## config.mk

```make
export PLATFORM = sky130hd
export DESIGN_NAME = sobel_frame_ctrl
export DESIGN_NICKNAME = d
export VERILOG_FILES = /design/src/rtl/sobel_frame_ctrl.sv
export SDC_FILE = /design/constraint.sdc
export NUM_CORES = 1
export LEC_CHECK = 0
export BUFFER_PORTS_ARGS = -buffer_cell sky130_fd_sc_hd__buf_2
export CAP_MARGIN = 30
export CORE_MARGIN = 1
export CORE_UTILIZATION = 40
export CTS_CLUSTER_DIAMETER = 50
export DETAILED_ROUTE_END_ITERATION = 7
export HOLD_SLACK_MARGIN = 0.02
export MAX_ROUTING_LAYER = met4
export SYNTH_ARGS = -nofsm -noshare
export SYNTH_HDL_FRONTEND = slang
export SYNTH_SLANG_ARGS = --single-unit
```

## constraint.sdc

```tcl
create_clock -name clk -period 1.93 [get_ports clk]
set_input_delay 0.386 -clock clk [delete_from_list [all_inputs] [get_ports clk]]
set_output_delay 0.386 -clock clk [all_outputs]
set_load 0.1 [all_outputs]
```

## src/rtl/sobel_frame_ctrl.sv

```systemverilog
// Frame sequencer for the Sobel top: receive, filter, send one frame.
// Drives buffer addresses and handshakes; carries no pixel data.
module sobel_frame_ctrl #(
    parameter int IMG_W  = 128,
    parameter int IMG_H  = 128,
    parameter int ADDR_W = 14
) (
    input  logic              clk,
    input  logic              rst,
    output logic              rcv_req,
    input  logic              rcv_ack,
    input  logic              snd_req,
    output logic              snd_ack,
    output logic              ibuf_we,
    output logic [ADDR_W-1:0] ibuf_waddr,
    output logic              flt_start,
    input  logic              flt_done,
    output logic              obuf_re,
    output logic [ADDR_W-1:0] obuf_raddr,
    output logic              busy,
    output logic              ovr_err,
    output logic [7:0]        frame_cnt
);
    localparam int N = IMG_W * IMG_H;
    localparam logic [ADDR_W-1:0] LAST = ADDR_W'(N - 1);
    localparam logic [ADDR_W:0]   NW   = (ADDR_W + 1)'(N);

    typedef enum logic [2:0] {
        S_IDLE, S_RECV, S_FSTART, S_FWAIT, S_READY, S_PRE, S_SEND
    } state_t;

    state_t            r_state;
    state_t            w_next;
    logic [ADDR_W-1:0] r_pix_cnt;
    logic [ADDR_W-1:0] w_pix_nxt;
    logic [7:0]        r_frame_cnt;
    logic              r_ovr_err;
    logic              w_frame_inc;
    logic              w_last;
    logic [ADDR_W:0]   w_k2;

    assign w_last = (r_pix_cnt == LAST);
    // One extra bit so k+2 cannot wrap when N fills the address space
    assign w_k2   = {1'b0, r_pix_cnt} + (ADDR_W + 1)'(2);

    always_ff @(posedge clk) begin
        if (rst) begin
            r_state     <= S_IDLE;
            r_pix_cnt   <= '0;
            r_frame_cnt <= '0;
            r_ovr_err   <= 1'b0;
        end else begin
            r_state   <= w_next;
            r_pix_cnt <= w_pix_nxt;
            if (w_frame_inc)
                r_frame_cnt <= r_frame_cnt + 8'd1;
            if (rcv_ack && r_state != S_RECV)
                r_ovr_err <= 1'b1;
        end
    end

    always_comb begin
        w_next      = r_state;
        w_pix_nxt   = r_pix_cnt;
        w_frame_inc = 1'b0;
        rcv_req     = 1'b0;
        ibuf_we     = 1'b0;
        ibuf_waddr  = '0;
        flt_start   = 1'b0;
        obuf_re     = 1'b0;
        obuf_raddr  = '0;
        snd_ack     = 1'b0;
        busy        = 1'b1;
        case (r_state)
            S_IDLE: w_next = S_RECV;
            S_RECV: begin
                rcv_req    = 1'b1;
                busy       = (r_pix_cnt != '0);
                ibuf_we    = rcv_ack;
                ibuf_waddr = r_pix_cnt;
                if (rcv_ack) begin
                    if (w_last) begin
                        w_pix_nxt = '0;
                        w_next    = S_FSTART;
                    end else begin
                        w_pix_nxt = r_pix_cnt + 1'b1;
                    end
                end
            end
            S_FSTART: begin
                flt_start = 1'b1;
                w_next    = S_FWAIT;
            end
            S_FWAIT: if (flt_done) w_next = S_READY;
            S_READY: begin
                if (snd_req) begin
                    obuf_re = 1'b1;
                    w_next  = S_PRE;
                end
            end
            S_PRE: begin
                obuf_re    = 1'b1;
                obuf_raddr = ADDR_W'(1);
                w_next     = S_SEND;
            end
            S_SEND: begin
                snd_ack = 1'b1;
                if (w_k2 < NW) begin
                    obuf_re    = 1'b1;
                    obuf_raddr = w_k2[ADDR_W-1:0];
                end
                if (w_last) begin
                    w_pix_nxt   = '0;
                    w_frame_inc = 1'b1;
                    w_next      = S_RECV;
                end else begin
                    w_pix_nxt = r_pix_cnt + 1'b1;
                end
            end
            default: w_next = S_IDLE;
        endcase
        if (rst) begin
            rcv_req    = 1'b0;
            ibuf_we    = 1'b0;
            ibuf_waddr = '0;
            flt_start  = 1'b0;
            obuf_re    = 1'b0;
            obuf_raddr = '0;
            snd_ack    = 1'b0;
            busy       = 1'b0;
        end
    end

    assign frame_cnt = rst ? 8'd0 : r_frame_cnt;
    assign ovr_err   = rst ? 1'b0 : r_ovr_err;
endmodule

```

==> impl_metrics.toml <==
[sta]
setup_viol = 26
fin_crit_sh_pct = 108
fin_skew_ns = 0.00535
slew_violations = 0
fmax_ghz = 0.480
rsz0062_at_grt = "true"
slew_headroom_pct = 61.0
tightest_slew_ns = 0.579
setup_slack_ns = -0.152
hold_viol_final = 0
final.min_clock_period_ns = 2.08

[synth]
yosysMostFrequentCell = "nor2_1"
synth-warning-count = 0
yosys.area.top_type = "dfxtp_1"
synthTopCellsByCount = "nor2_1 (42), dfxtp_1 (26), nand3_1 (16), xnor2_1 (16), and2_1 (15)"
yosys_most_used_dff = "dfxtp_1"
async_flop_share_pct = 0
ys_ff_latch = 26
synth-edff-count = 0
synth_top_area_share_pct = 28.6
synth_nets = 249
yosys-top-cells-area = "dfxtp_1 (29%), nor2_1 (8.7%), xnor2_1 (7.7%), and2_1 (5.2%), xor2_1 (4.8%)"
yosysUniqueCellTypes = 44
synth_area_sq_um = 1820
synth_area_per_cell_sq_um = 7.59
synth_cells = 240
ys_seq_area_share_pct = 28.6

[routing]
first_pass_iters = 4
wire_per_inst_microns = 16.7
totalWireLength_microns = 6130
vias_per_cell = 5.49
drc = 0
drtIter0Drc = 120
detail-route-antenna-nets = 0
num_vias = 2015

[cts]
hold_buffers = 0
cts_tree = "done"
insertion_delay_ns = 0.28
cts_buffer_depth = 2
cts-htree-levels = 1
clk_pin_slew_worst_paths_ns = 0.10
root_buffer = "clkbuf_8"
clock-sinks = 26
numCtsBuffers = 3

[critical_path]
cp.arrival_ns = 1.70
endpoint_kind = "output port"
start_kind = "register"
critPathKind = "register to output port"
path_max_fanout = 6
critPathRequiredTime_ns = 1.54

[grt]
grt_pass1_vias = 1886
grt_overflow_total = 0
grt_first_pass_wirelength_microns = 9170
grt_max_degree = 29
antenna_found_initial = 0
grt_usage_pct = 23.9

[power]
p_leak_uw = 0.00133
powerDensity_nw_per_um2 = 557
ir_drop_mv = 0.731
p_total_uw = 2020

[layout]
nets = 325
fillCellCount = 233
area_growth_pct = 98.7
regArea_sq_um = 546
final_cell_count_no_fill = 367
insertedDiodeCount = 0
multiInputGateArea_sq_um = 1660
fin_util_pct = 83.1
drive_above_1_share_pct = 58.1

[floorplan]
io_pins = 48
row_count = 24
start_util_pct = 41.8
dieWidth_microns = 69.5
die_area_sq_um = 4830
core-area_sq_um = 4350
die_h_microns = 69.5

[placed_design]
portBuffers = 47
dp_slack_ns = -0.0251
place.gp.congestion = 0.881
place_inst = 353
post-dp-hpwl_microns = 4000

[job]
drv_cap = 0

[hold_path]
hp-class = "input pin to register"

[run_status]
status = "complete, but fails checks"
violations = "setup timing"
[stage by stage]
stage / instance area [sq um] / TNS, ns / hold slack (ns)
3_3_place_gp: 3210 / 0 / 0.457
4_1_cts: 3500 / -1.42 / 0.399
3_5_place_dp: 3210 / -0.0251 / 0.521
2_1_floorplan: 2150 / -10.32 / 0.438
6_report: 3620 / -1.78 / 0.397
5_1_grt: 3620 / -3.16 / 0.397
[worst max-delay path, stage by stage (launching register included)]
cell     delay [ns]
dfxtp_4        0.40
and3_4         0.21
and3_4         0.20
nand3_4        0.10
nand2_8        0.11
buf_12         0.16
nand2_8        0.05
buf_12         0.18
[cells in the final DEF (no fill, tap or decap), drive strengths merged, types with 3 or more instances in the layout]
cell type / netlist / final
a21oi: 8 / 8
and2: 15 / 15
and3: 4 / 4
and4: 3 / 3
buf: 12 / 89
clkbuf: 6 / 3
dfxtp: 26 / 26
ha: 4 / 4
inv: 3 / 3
nand2: 14 / 14
nand3: 18 / 18
nor2: 42 / 42
nor2b: 12 / 12
nor3: 11 / 11
nor4: 8 / 8
o21ai: 7 / 7
xnor2: 16 / 16
xor2: 10 / 10
[power breakdown]
part	internal [uW]	total (uW)	switching, uW
sequential	578	642	64.0
clock	278	465	187
combinational	384	909	525
[metal layers]
| layer | vias to the layer above | wire [microns] | global-route usage (%) |
|---|---|---|---|
| li1 | 964 | - | - |
| met1 | 952 | 2410 | 28.8 |
| met2 | 83 | 3300 | 42.7 |
| met3 | 16 | 297 | 2.18 |
| met4 | 0 | 128 | 6.12 |
| met5 | - | 0 | - |
[final cells by class]
| class | instances | area share (%) |
|---|---|---|
| Timing Repair Buffer | 89 | 35.0 |
| Sequential cell | 26 | 15.1 |
| Clock buffer | 3 | 1.14 |
| Tap cell | 52 | 1.80 |
| Inverter | 3 | 0.311 |
| Clock inverter | 1 | 0.830 |
| Multi-Input combinational cell | 193 | 45.8 |
[repair_timing]
action                     in CTS  in global routing
resized for setup              41                 24
setup endpoints to repair      29                 30
buffers inserted                7                  3
pin swaps                      13                  9
gates cloned                    1                  0
[cells by family (layout without fill, tap and decap cells)]
group                    count (synthesis)  in the layout  share of synthesized area (%)
multiplexers                             4              4                           2.34
adder cells (fa/ha/maj)                  4              4                           2.75
flip-flops                              26             26                           28.6
buffers and inverters                   21             96                           6.18
AND/OR/NAND/NOR                        137            137                           39.8
AO/OA/AOI/OAI                           22             22                           7.83
XOR/XNOR                                26             26                           12.5
[flip-flops by register name (all words and copies together), names as in the netlist]
register,flops
r_pix_cnt,14
r_frame_cnt,8
r_state,3
r_ovr_err,1
[path summary, 6_finish.rpt]
path                                from                     endpoint  slack, ns  depth (start not counted)
min reg2reg  r_frame_cnt[7]$_SDFFE_PP0P_  r_frame_cnt[7]$_SDFFE_PP0P_       0.54                          2
min                             flt_done      r_state[2]$_SDFFE_PP0P_       0.40                          3
max            r_pix_cnt[8]$_SDFFE_PP0P_                      obuf_re      -0.15                          7
max reg2reg      r_state[0]$_SDFFE_PP0P_    r_pix_cnt[7]$_SDFFE_PP0P_       0.11                          5
No activity file was read; power rests on OpenSTA's default activity.
